<file path="src/rtl/fusion_pkg.sv">
// rtl/fusion_pkg.sv - shared ALU opcodes, flag indices and writeback entry types
package fusion_pkg;

  localparam int WB_DEPTH = 2;

  localparam logic [3:0] OP_ADD  = 4'd0;
  localparam logic [3:0] OP_SUB  = 4'd1;
  localparam logic [3:0] OP_AND  = 4'd4;
  localparam logic [3:0] OP_OR   = 4'd5;
  localparam logic [3:0] OP_XOR  = 4'd6;
  localparam logic [3:0] OP_SLL  = 4'd7;
  localparam logic [3:0] OP_SRL  = 4'd8;
  localparam logic [3:0] OP_SRA  = 4'd9;
  localparam logic [3:0] OP_SLT  = 4'd10;
  localparam logic [3:0] OP_SLTU = 4'd11;
  localparam logic [3:0] OP_CMP  = 4'd12;

  // One bit per opcode: 2, 3, 13, 14 and 15 are reserved
  localparam logic [15:0] RESERVED_OPS = 16'hE00C;

  localparam int FLAG_CARRY = 0;
  localparam int FLAG_OVF   = 1;
  localparam int FLAG_PAR   = 2;
  localparam int FLAG_NEG   = 3;

  typedef enum logic [1:0] {
    OCC_EMPTY = 2'd0,
    OCC_ONE   = 2'd1,
    OCC_FULL  = 2'd2
  } occ_t;

  typedef struct packed {
    logic [31:0] result;
    logic [3:0]  flags;
    logic [3:0]  op;
    logic [4:0]  rd;
    logic        flag_en;
  } wb_entry_t;

  function automatic logic op_reserved(input logic [3:0] op);
    return RESERVED_OPS[op];
  endfunction

endpackage

</file>
<file path="src/rtl/alu_writeback_if.sv">
// rtl/alu_writeback_if.sv - ALU result, register-file write and forwarding signals
interface alu_writeback_if;

  logic        in_valid;
  logic        in_ready;
  logic [31:0] in_result;
  logic        in_carry;
  logic        in_overflow;
  logic        in_parity;
  logic        in_neg;
  logic [3:0]  in_op;
  logic [4:0]  in_rd;
  logic        in_flag_en;

  logic        wb_valid;
  logic        wb_ready;
  logic        wb_we;
  logic [4:0]  wb_rd;
  logic [31:0] wb_data;

  logic [3:0]  flags_q;

  logic [4:0]  q_rd;
  logic        q_hit;
  logic [31:0] q_data;

  modport slave (
    input  in_valid, in_result, in_carry, in_overflow, in_parity, in_neg,
           in_op, in_rd, in_flag_en, wb_ready, q_rd,
    output in_ready, wb_valid, wb_we, wb_rd, wb_data, flags_q, q_hit, q_data
  );

  modport master (
    output in_valid, in_result, in_carry, in_overflow, in_parity, in_neg,
           in_op, in_rd, in_flag_en, wb_ready, q_rd,
    input  in_ready, wb_valid, wb_we, wb_rd, wb_data, flags_q, q_hit, q_data
  );

endinterface

</file>
<file path="src/rtl/alu_wb_fifo.sv">
// rtl/alu_wb_fifo.sv - 2-entry in-order buffer with 1-bit wrapping pointers
module alu_wb_fifo
  import fusion_pkg::*;
(
  input  logic        clk,
  input  logic        rst,
  input  logic        push,
  input  wb_entry_t   push_entry,
  input  logic        pop,
  output occ_t        occ,
  output logic        not_full,
  output wb_entry_t   head,
  output logic [31:0] second_result,
  output logic [3:0]  second_op,
  output logic [4:0]  second_rd
);

  wb_entry_t mem [WB_DEPTH];
  logic      wr_ptr;
  logic      rd_ptr;
  logic      push_ok;
  logic      pop_ok;
  occ_t      occ_next;

  assign push_ok = push && not_full;
  assign pop_ok  = pop && (occ != OCC_EMPTY);

  always_comb begin
    occ_next = occ;
    case ({push_ok, pop_ok})
      2'b10:   occ_next = (occ == OCC_EMPTY) ? OCC_ONE : OCC_FULL;
      2'b01:   occ_next = (occ == OCC_FULL) ? OCC_ONE : OCC_EMPTY;
      default: occ_next = occ;
    endcase
  end

  always_ff @(posedge clk) begin
    if (rst) begin
      occ      <= OCC_EMPTY;
      wr_ptr   <= 1'b0;
      rd_ptr   <= 1'b0;
      not_full <= 1'b1;
    end else begin
      occ      <= occ_next;
      not_full <= (occ_next != OCC_FULL);
      if (push_ok) wr_ptr <= ~wr_ptr;
      if (pop_ok)  rd_ptr <= ~rd_ptr;
    end
  end

  // Payload is only meaningful under a valid occupancy, so it carries no reset
  always_ff @(posedge clk) begin
    if (push_ok) mem[wr_ptr] <= push_entry;
  end

  assign head          = mem[rd_ptr];
  assign second_result = mem[~rd_ptr].result;
  assign second_op     = mem[~rd_ptr].op;
  assign second_rd     = mem[~rd_ptr].rd;

endmodule

</file>
<file path="src/rtl/alu_writeback.sv">
// rtl/alu_writeback.sv - ALU writeback buffer with flags register and operand forwarding
module alu_writeback
  import fusion_pkg::*;
(
  input logic            clk,
  input logic            rst,
  alu_writeback_if.slave bus
);

  wb_entry_t   in_entry;
  wb_entry_t   head;
  logic [31:0] second_result;
  logic [3:0]  second_op;
  logic [4:0]  second_rd;
  occ_t        occ;
  logic        not_full;
  logic        head_valid;
  logic        second_valid;
  logic        push;
  logic        pop;
  logic        head_match;
  logic        second_match;
  logic [3:0]  flags;

  assign in_entry = '{
    result:  bus.in_result,
    flags:   {bus.in_neg, bus.in_parity, bus.in_overflow, bus.in_carry},
    op:      bus.in_op,
    rd:      bus.in_rd,
    flag_en: bus.in_flag_en
  };

  assign push = bus.in_valid && not_full;
  assign pop  = head_valid && bus.wb_ready;

  alu_wb_fifo u_fifo (
    .clk           (clk),
    .rst           (rst),
    .push          (push),
    .push_entry    (in_entry),
    .pop           (pop),
    .occ           (occ),
    .not_full      (not_full),
    .head          (head),
    .second_result (second_result),
    .second_op     (second_op),
    .second_rd     (second_rd)
  );

  assign head_valid   = (occ != OCC_EMPTY);
  assign second_valid = (occ == OCC_FULL);

  assign bus.in_ready = not_full;
  assign bus.wb_valid = head_valid;
  assign bus.wb_rd    = head_valid ? head.rd : 5'd0;
  assign bus.wb_data  = head_valid ? head.result : 32'd0;
  assign bus.wb_we    = head_valid && (head.rd != 5'd0) && !op_reserved(head.op);

  // Carry is architecturally defined only by ADD/SUB; other ops leave it alone
  always_ff @(posedge clk) begin
    if (rst) begin
      flags <= 4'b0000;
    end else if (pop && head.flag_en) begin
      flags[FLAG_NEG] <= head.flags[FLAG_NEG];
      flags[FLAG_PAR] <= head.flags[FLAG_PAR];
      flags[FLAG_OVF] <= head.flags[FLAG_OVF];
      if (head.op == OP_ADD || head.op == OP_SUB)
        flags[FLAG_CARRY] <= head.flags[FLAG_CARRY];
    end
  end

  assign bus.flags_q = flags;

  // The second slot is always younger than the head, so it wins on a double match
  always_comb begin
    head_match   = head_valid && (bus.q_rd != 5'd0) && (head.rd == bus.q_rd)
                   && !op_reserved(head.op);
    second_match = second_valid && (bus.q_rd != 5'd0) && (second_rd == bus.q_rd)
                   && !op_reserved(second_op);
    bus.q_hit  = head_match || second_match;
    bus.q_data = 32'd0;
    if (second_match)
      bus.q_data = second_result;
    else if (head_match)
      bus.q_data = head.result;
  end

endmodule

</file>
<file path="src/flat_wrapper.sv">
// flat-port wrapper written by rule: the top's interface ports become plain ports
module alu_writeback_flat import fusion_pkg::*;
  (clk, rst, bus_in_valid, bus_in_result, bus_in_carry, bus_in_overflow, bus_in_parity, bus_in_neg, bus_in_op, bus_in_rd, bus_in_flag_en, bus_wb_ready, bus_q_rd, bus_in_ready, bus_wb_valid, bus_wb_we, bus_wb_rd, bus_wb_data, bus_flags_q, bus_q_hit, bus_q_data);
  alu_writeback_if bus_i ();
  input logic clk;
  input logic rst;
  input wire logic [$bits(bus_i.in_valid)-1:0] bus_in_valid;
  input wire logic [$bits(bus_i.in_result)-1:0] bus_in_result;
  input wire logic [$bits(bus_i.in_carry)-1:0] bus_in_carry;
  input wire logic [$bits(bus_i.in_overflow)-1:0] bus_in_overflow;
  input wire logic [$bits(bus_i.in_parity)-1:0] bus_in_parity;
  input wire logic [$bits(bus_i.in_neg)-1:0] bus_in_neg;
  input wire logic [$bits(bus_i.in_op)-1:0] bus_in_op;
  input wire logic [$bits(bus_i.in_rd)-1:0] bus_in_rd;
  input wire logic [$bits(bus_i.in_flag_en)-1:0] bus_in_flag_en;
  input wire logic [$bits(bus_i.wb_ready)-1:0] bus_wb_ready;
  input wire logic [$bits(bus_i.q_rd)-1:0] bus_q_rd;
  output wire logic [$bits(bus_i.in_ready)-1:0] bus_in_ready;
  output wire logic [$bits(bus_i.wb_valid)-1:0] bus_wb_valid;
  output wire logic [$bits(bus_i.wb_we)-1:0] bus_wb_we;
  output wire logic [$bits(bus_i.wb_rd)-1:0] bus_wb_rd;
  output wire logic [$bits(bus_i.wb_data)-1:0] bus_wb_data;
  output wire logic [$bits(bus_i.flags_q)-1:0] bus_flags_q;
  output wire logic [$bits(bus_i.q_hit)-1:0] bus_q_hit;
  output wire logic [$bits(bus_i.q_data)-1:0] bus_q_data;
  assign bus_i.in_valid = bus_in_valid;
  assign bus_i.in_result = bus_in_result;
  assign bus_i.in_carry = bus_in_carry;
  assign bus_i.in_overflow = bus_in_overflow;
  assign bus_i.in_parity = bus_in_parity;
  assign bus_i.in_neg = bus_in_neg;
  assign bus_i.in_op = bus_in_op;
  assign bus_i.in_rd = bus_in_rd;
  assign bus_i.in_flag_en = bus_in_flag_en;
  assign bus_i.wb_ready = bus_wb_ready;
  assign bus_i.q_rd = bus_q_rd;
  assign bus_in_ready = bus_i.in_ready;
  assign bus_wb_valid = bus_i.wb_valid;
  assign bus_wb_we = bus_i.wb_we;
  assign bus_wb_rd = bus_i.wb_rd;
  assign bus_wb_data = bus_i.wb_data;
  assign bus_flags_q = bus_i.flags_q;
  assign bus_q_hit = bus_i.q_hit;
  assign bus_q_data = bus_i.q_data;
  alu_writeback u_core (.clk(clk), .rst(rst), .bus(bus_i));
endmodule
</file>
<file path="config.mk">
export PLATFORM = sky130hd
export DESIGN_NAME = alu_writeback_flat
export DESIGN_NICKNAME = d
export VERILOG_FILES = /design/src/rtl/fusion_pkg.sv /design/src/rtl/alu_writeback_if.sv /design/src/rtl/alu_wb_fifo.sv /design/src/rtl/alu_writeback.sv /design/src/flat_wrapper.sv
export SDC_FILE = /design/constraint.sdc
export NUM_CORES = 1
export LEC_CHECK = 0
export BUFFER_PORTS_ARGS = -buffer_cell sky130_fd_sc_hd__buf_2
export CORE_MARGIN = 2
export CORE_UTILIZATION = 45
export CTS_BUF_LIST = sky130_fd_sc_hd__clkbuf_16
export CTS_CLUSTER_DIAMETER = 150
export DETAILED_ROUTE_END_ITERATION = 10
export PLACE_DENSITY = 0.72
export SETUP_SLACK_MARGIN = 0.05
export SKIP_CTS_REPAIR_TIMING = 1
export SLEW_MARGIN = 20
export SYNTH_ARGS = -nofsm -noshare
export SYNTH_HDL_FRONTEND = slang
export SYNTH_SLANG_ARGS = --single-unit
</file>
<file path="constraint.sdc">
create_clock -name clk -period 3 [get_ports clk]
set_clock_uncertainty 0.2 [all_clocks]
set_input_delay 0.15 -clock clk [delete_from_list [all_inputs] [get_ports clk]]
set_output_delay 0.15 -clock clk [all_outputs]
set_load 0.1 [all_outputs]
</file>
==> key figures, run 1 <==
Power
  • Switching part of the total power: 37.0%
  • Clock power share: 28.4%
  • Pwr Total: 4.18 mW
  • P per Cell Area: 524 mW/mm^2
  • Switching power: 1.55 mW
  • Worst vdd ir: 403 uV
  • Sequential power share: 41.3%
  • Comb pwr share: 30.3%
  • Leak pwr: 2.77 nW
  • Power Internal: 2.63 mW

Layout
  • Share of cells above drive strength 1: 42.5%
  • Fin cells: 716
  • Register area: 0.00297 mm^2
  • Fillers: 704
  • Layout area overhead: 56.0%
  • Fin util: 72.6%
  • Antenna diodes: 0
  • Final net count: 628
  • Post-route cell area: 0.00798 mm^2
  • Multi-input logic area: 0.00262 mm^2

Synthesis
  • Synth Cell Area: 0.00511 mm^2
  • Async set-or-reset flop fraction in the synthesized netlist: 0%
  • Top cell type's share of synthesized area: 54.0%
  • Syn Inst Count: 393
  • Syn. warnings: 0
  • Synth top area cells: edfxtp_1, mux2i_1, nor2_1
  • Post-synthesis cell type count: 38
  • Main flop type after synthesis: edfxtp_1
  • Most frequent cells after synthesis: mux2i_1, edfxtp_1, nor2_1, nand4_1
  • Post-Syn Nets: 450
  • Register area share after synthesis: 57.9%
  • Flops & latches, synth: 102
  • Mean post-synth cell area: 13.0 um^2
  • Number of synthesized flops with an enable pin: 92
  • Area leader, netlist: edfxtp_1
  • Most numerous cell in the Yosys netlist: mux2i_1

Min path
  • Hold Crit Class: in2reg

Placement
  • Place WS: 0.305 ns
  • GPL Wtd Cong: 0.848
  • IO Port Bufs: 131
  • Placed Cells: 652
  • Placed instance area: 0.00713 mm^2
  • Detailed Place HPWL: 8950 um

Setup path
  • CP startpoint kind: flip-flop
  • Cell Chain, Critical Path: mux2i_4 -> xnor2_2 -> or4b_4 -> nor3_4 -> buf_12 -> buf_16 -> mux2i_4 -> buf_12
  • Crit path max-delay family: simple AND/OR/NAND/NOR gates
  • CP max FO: 10
  • CP Capture Type: primary output
  • Critical-path top delay cell: or4b_4
  • Crit path buffers/inverters: 3
  • Worst Path Required: 2.65 ns
  • Crit path DAT: 2.60 ns
  • Crit Path Class: reg2out
  • Slowest stage delay, CP: 0.51 ns

Global routing
  • Number of antenna violations at the first check in global routing: 0
  • First-pass GRT wire length: 20700 um
  • GRT Resource Usage Total: 21.4%
  • Total gr overflow: 0
  • Pin count of the biggest net entering global routing: 42
  • Number of global-route vias before repair: 4064

STA
  • Min Tclk post-route: 2.95 ns
  • Setup TNS Final: 0 ns
  • Final Hold Vio Count: 0
  • Slew HR: 62.6%
  • Worst Setup Slack, final: 0.0497 ns
  • Worst-margin pin slew: 0.561 ns
  • Worst Hold Slack: 0.0397 ns
  • Setup Viol. Count Final: 0
  • Final Cycle Share: 98.3%
  • Max Fclk: 0.339 GHz
  • RSZ-0062 raised after global routing: true
  • Final Max Tran Viols: 0

Floorplan
  • Die W: 111 um
  • # IOs: 132
  • Row cnt: 38
  • Die height: 111 um
  • CORE AREA: 0.0110 mm^2
  • Die Area: 0.0122 mm^2
  • Initial Util: 46.6%

CTS
  • CTS H-Tree Depth: 3
  • TritonCTS buffer count: 9
  • Worst skew pair latency: 0.34 ns
  • Clk sinks: 102
  • Clock root buffer: clkbuf_16
  • Clk slew on worst S/H paths: 0.08 ns
  • CTS max path bufs: 2
  • CTS tree: yes

Drt
  • DRT Wirelength: 13700 um
  • Vias: 3964
  • Antenna Violating Nets Remaining: 0
  • Vias/cell: 5.54
  • First-pass DRT Iterations: 4
  • # DRC: 0
  • Avg WL per Cell: 19.2 um
  • Initial DRC Count: 250

Status
  • Status: complete, no violations

Run
  • Max Cap Viol: 0
[state kept, by name (all words and copies together), names as in the netlist, named ones only]
register,flops
u_core.bus.flags_q,4
u_core.u_fifo.mem,92
u_core.u_fifo.not_full,1
u_core.u_fifo.occ,2
u_core.u_fifo.rd_ptr,1
u_core.u_fifo.wr_ptr,1
[path summary, 6_finish.rpt]
| check | from | endpoint | slack, ns | depth (start not counted) |
|---|---|---|---|---|
| worst max-delay path | u_core.u_fifo.rd_ptr | bus_q_data[7] | 0.05 | 8 |
| worst min-delay path | bus_wb_ready | flip-flop | 0.04 | 4 |
| worst max register to register | u_core.u_fifo.occ[1] | u_core.u_fifo.not_full | 0.80 | 9 |
| worst min register to register | u_core.bus.flags_q[3] | u_core.bus.flags_q[3] | 0.30 | 2 |
[per-layer routing]
layer / vias to the layer above / global-route usage [%] / share of wire [%]
met5: - / 0 / 0
met4: 0 / 8.08 / 2.2
met3: 28 / 3.35 / 4.2
met2: 151 / 38.8 / 53
met1: 1935 / 25.7 / 41
li1: 1850 / - / -
[cells by family after synthesis]
kind of cell | count (synthesis) | share of synthesized area [%]
xor gates and xnor gates | 14 | 2.40
adders and majority gates | 2 | 0.489
and+or+nand+nor | 110 | 10.6
AOI/OAI and AO/OA | 19 | 2.50
DFF | 102 | 57.9
buffers and inverters | 34 | 3.94
muxes | 112 | 22.2
[layout make-up]
type / instances / share of cell area [%]
flip-flops and latches: 102 / 37.2
multi-input cells: 257 / 32.9
repair buffers: 195 / 23.5
clock buffers: 10 / 3.14
well taps: 140 / 2.20
clock inverters: 6 / 0.753
inverters: 6 / 0.282
[power groups by stage]
stage	combinational (mW)	clock [mW]	sequential, mW
after floorplan	0.925	0	1.75
after global placement	1.18	0	1.74
after detailed placement	1.20	0	1.75
after CTS	1.21	1.20	1.72
after global routing	1.33	1.26	1.73
final	1.27	1.19	1.73
[layout by cell type, fill, tap and decap left out, types with 2 or more instances in the layout]
| cell | count |
|---|---|
| a211oi_1 | 3 |
| a21oi_1 | 5 |
| buf_12 | 39 |
| buf_2 | 98 |
| buf_4 | 7 |
| buf_8 | 2 |
| clkbuf_16 | 11 |
| clkinv_4 | 3 |
| dfxtp_1 | 8 |
| dfxtp_4 | 2 |
| dlygate4sd3_1 | 47 |
| edfxtp_1 | 92 |
| ha_1 | 2 |
| inv_1 | 6 |
| inv_8 | 3 |
| mux2i_1 | 77 |
| mux2i_2 | 2 |
| mux2i_4 | 33 |
| nand2_1 | 4 |
| nand3_1 | 4 |
| nand4_1 | 33 |
| nor2_1 | 21 |
| nor2_2 | 8 |
| nor2_4 | 28 |
| nor3_1 | 3 |
| o211ai_1 | 2 |
| o21ai_0 | 2 |
| xnor2_1 | 5 |
| xor2_1 | 8 |
[worst register-to-register path, cell delays in order (launching register included)]
cell and delay (ns):
dfxtp_1 0.38, nor2_4 0.27, inv_1 0.09, nand2_1 0.16, inv_1 0.07, ha_1 0.35
a21oi_1 0.06, nor3b_1 0.20, a21oi_1 0.05, or2_2 0.26
Note: power is estimated with default switching activity, not from simulation.
==> inputs of run 2 (changes only) <==
==> constraint.sdc (replaced) <==
create_clock -name clk -period 2.5 [get_ports clk]
set_clock_uncertainty 0.2 [all_clocks]
set_input_delay 0.125 -clock clk [delete_from_list [all_inputs] [get_ports clk]]
set_output_delay 0.125 -clock clk [all_outputs]
set_load 0.1 [all_outputs]
==> run 2 against run 1 <==
Against the previous run:
- the flow now finishes with violations (setup timing)
- design area rose by 2.7%
- sequential share of layout area down 0.97 points
- clock power is 18% higher
- total power increased by 21%
- largest cell class unchanged
==> key figures, run 2 (synthesized netlist as in run 1, its figures left out) <==
Layout
  • Fin cells: 731 (+2.1%)
  • Layout area overhead: 60.3%
  • Post-route cell area: 0.00820 mm^2 (+2.7%)
  • Share of cells above drive strength 1: 45.3% (+2.8 points)
  • Antenna diodes: 0 (unchanged)
  • Commonest non-fill, non-tap cell in the layout: buf_2
  • Biggest register: u_core.u_fifo.mem
  • Max FFs per register: 92 (unchanged)
  • Final net count: 643 (+2.4%)
  • Commonest non-fill, non-tap cells in the layout: buf_2, edfxtp_1, mux2i_1, dlygate4sd3_1, buf_12

Power
  • Worst vdd ir: 376 uV (-6.9%)
  • Leak pwr: 2.85 nW (+2.8%)
  • P per Cell Area: 617 mW/mm^2 (+18%)
  • Pwr Total: 5.06 mW (+21%)

Drt
  • Initial DRC Count: 210 (-16%)
  • Vias: 3993 (+0.73%)
  • Avg WL per Cell: 19.4 um (+1.3%)
  • DRT Wirelength: 14200 um (+3.4%)
  • Vias/cell: 5.46 (-1.3%)
  • # DRC: 0 (unchanged)
  • First-pass DRT Iterations: 4 (unchanged)
  • Antenna Violating Nets Remaining: 0 (unchanged)

Floorplan
  • Initial Util: 46.6% (unchanged)
  • CORE AREA: 0.0110 mm^2 (unchanged)
  • Row cnt: 38 (unchanged)
  • Die height: 111 um (unchanged)
  • Die Area: 0.0122 mm^2 (unchanged)
  • # IOs: 132 (unchanged)
  • Die W: 111 um (unchanged)

Status
  • Failing checks: setup timing
  • Status: complete, but fails checks

STA
  • Final Hold Vio Count: 0 (unchanged)
  • Worst Hold Slack: 0.0359 ns (-0.00382 ns)
  • Slew HR: 53.5% (-9.1 points)
  • Setup Viol. Count Final: 33 (+33)
  • RSZ-0062 raised after global routing: true
  • Worst-margin pin slew: 0.697 ns (+0.136 ns)
  • Final Cycle Share: 118%
  • Max Fclk: 0.340 GHz
  • Worst Setup Slack, final: -0.444 ns (-0.494 ns)
  • Min Tclk post-route: 2.94 ns
  • Final Max Tran Viols: 0 (unchanged)

CTS
  • CTS max path bufs: 2 (unchanged)
  • CTS tree: yes
  • Clock root buffer: clkbuf_16
  • TritonCTS buffer count: 9 (unchanged)
  • Clk sinks: 102 (unchanged)
  • Clk slew on worst S/H paths: 0.07 ns (about the same)
  • CTS H-Tree Depth: 3 (unchanged)
  • Worst skew pair latency: 0.34 ns (about the same)

Setup path
  • Cell Chain, Critical Path: mux2i_4 -> xnor2_2 -> or4b_4 -> nor3_4 -> buf_4 -> buf_6 -> buf_12 -> mux2i_4 -> buf_12
  • Critical-path top delay cell: or4b_4
  • CP Capture Type: primary output
  • Crit path buffers/inverters: 4 (+1)
  • CP max FO: 7 (-3)
  • Slowest stage delay, CP: 0.50 ns (about the same)
  • Worst Path Required: 2.17 ns (-0.48 ns)
  • Crit path max-delay family: simple AND/OR/NAND/NOR gates
  • Crit path DAT: 2.62 ns (+0.02 ns)
  • CP startpoint kind: flip-flop
  • Crit Path Class: reg2out

Global routing
  • Number of global-route vias before repair: 4038 (-0.64%)
  • GRT Resource Usage Total: 21.5% (+0.059 points)
  • Total gr overflow: 0 (unchanged)
  • Number of antenna violations at the first check in global routing: 0 (unchanged)
  • Pin count of the biggest net entering global routing: 47 (+12%)
  • First-pass GRT wire length: 20800 um (+0.30%)

Placement
  • Place WS: -0.0843 ns (-0.389 ns)
  • Placed Cells: 663 (+1.7%)
  • Placed instance area: 0.00728 mm^2 (+2.2%)
  • Detailed Place HPWL: 9270 um (+3.5%)
  • IO Port Bufs: 131 (unchanged)
  • GPL Wtd Cong: 0.849 (about the same)

Min path
  • Hold Crit Class: in2reg

Run
  • Max Cap Viol: 0 (unchanged)
run 2: final cells by class:
type / count / area, um^2
inverter: 6 / 22.5
clock buffer: 9 / 225
clock inverter: 7 / 73.8
sequential: 102 / 2970
tap: 140 / 175
timing repair buffer: 210 / 2040
fill: 674 / 2790
multi-input combinational: 257 / 2690
run 2: path summary, 6_finish.rpt:
kind,start,endpoint,slack [ns],cells after the start
max,u_core.u_fifo.mem[1][4],bus_q_data[7],-0.44,9
min,bus_wb_ready,flip-flop,0.04,4
max reg2reg,u_core.u_fifo.occ[1],u_core.u_fifo.not_full,0.41,9
min reg2reg,u_core.bus.flags_q[2],u_core.bus.flags_q[2],0.30,2
run 2: through the flow:
step / utilization, % / setup TNS [ns]
after floorplan: - / -8.19
after global placement: 66.3 / 0
after detailed placement: 66.3 / -1.43
after CTS: 69.0 / -13.55
after global routing: 74.6 / -14.91
final: 74.6 / -12.71
run 2: worst register-to-register path: cells and delay by family, from the launching register on:
family	cells	cell delay, ns
AOI/OAI and AO/OA	2	0.14
adders and majority gates	1	0.36
buffers and inverters	2	0.13
DFF	1	0.37
and+or+nand+nor	4	0.80
run 2: routing by layer:
metal | global-route usage (%) | part of all wire, %
met1 | 25.5 | 39
met2 | 39.1 | 55
met3 | 3.68 | 3.8
met4 | 7.67 | 2.1
met5 | 0 | 0
run 2: report_power, final:
group	total, mW	internal, mW	switching [mW]
clock network	1.40	0.781	0.617
registers	2.07	2.00	0.0709
logic	1.59	0.446	1.15
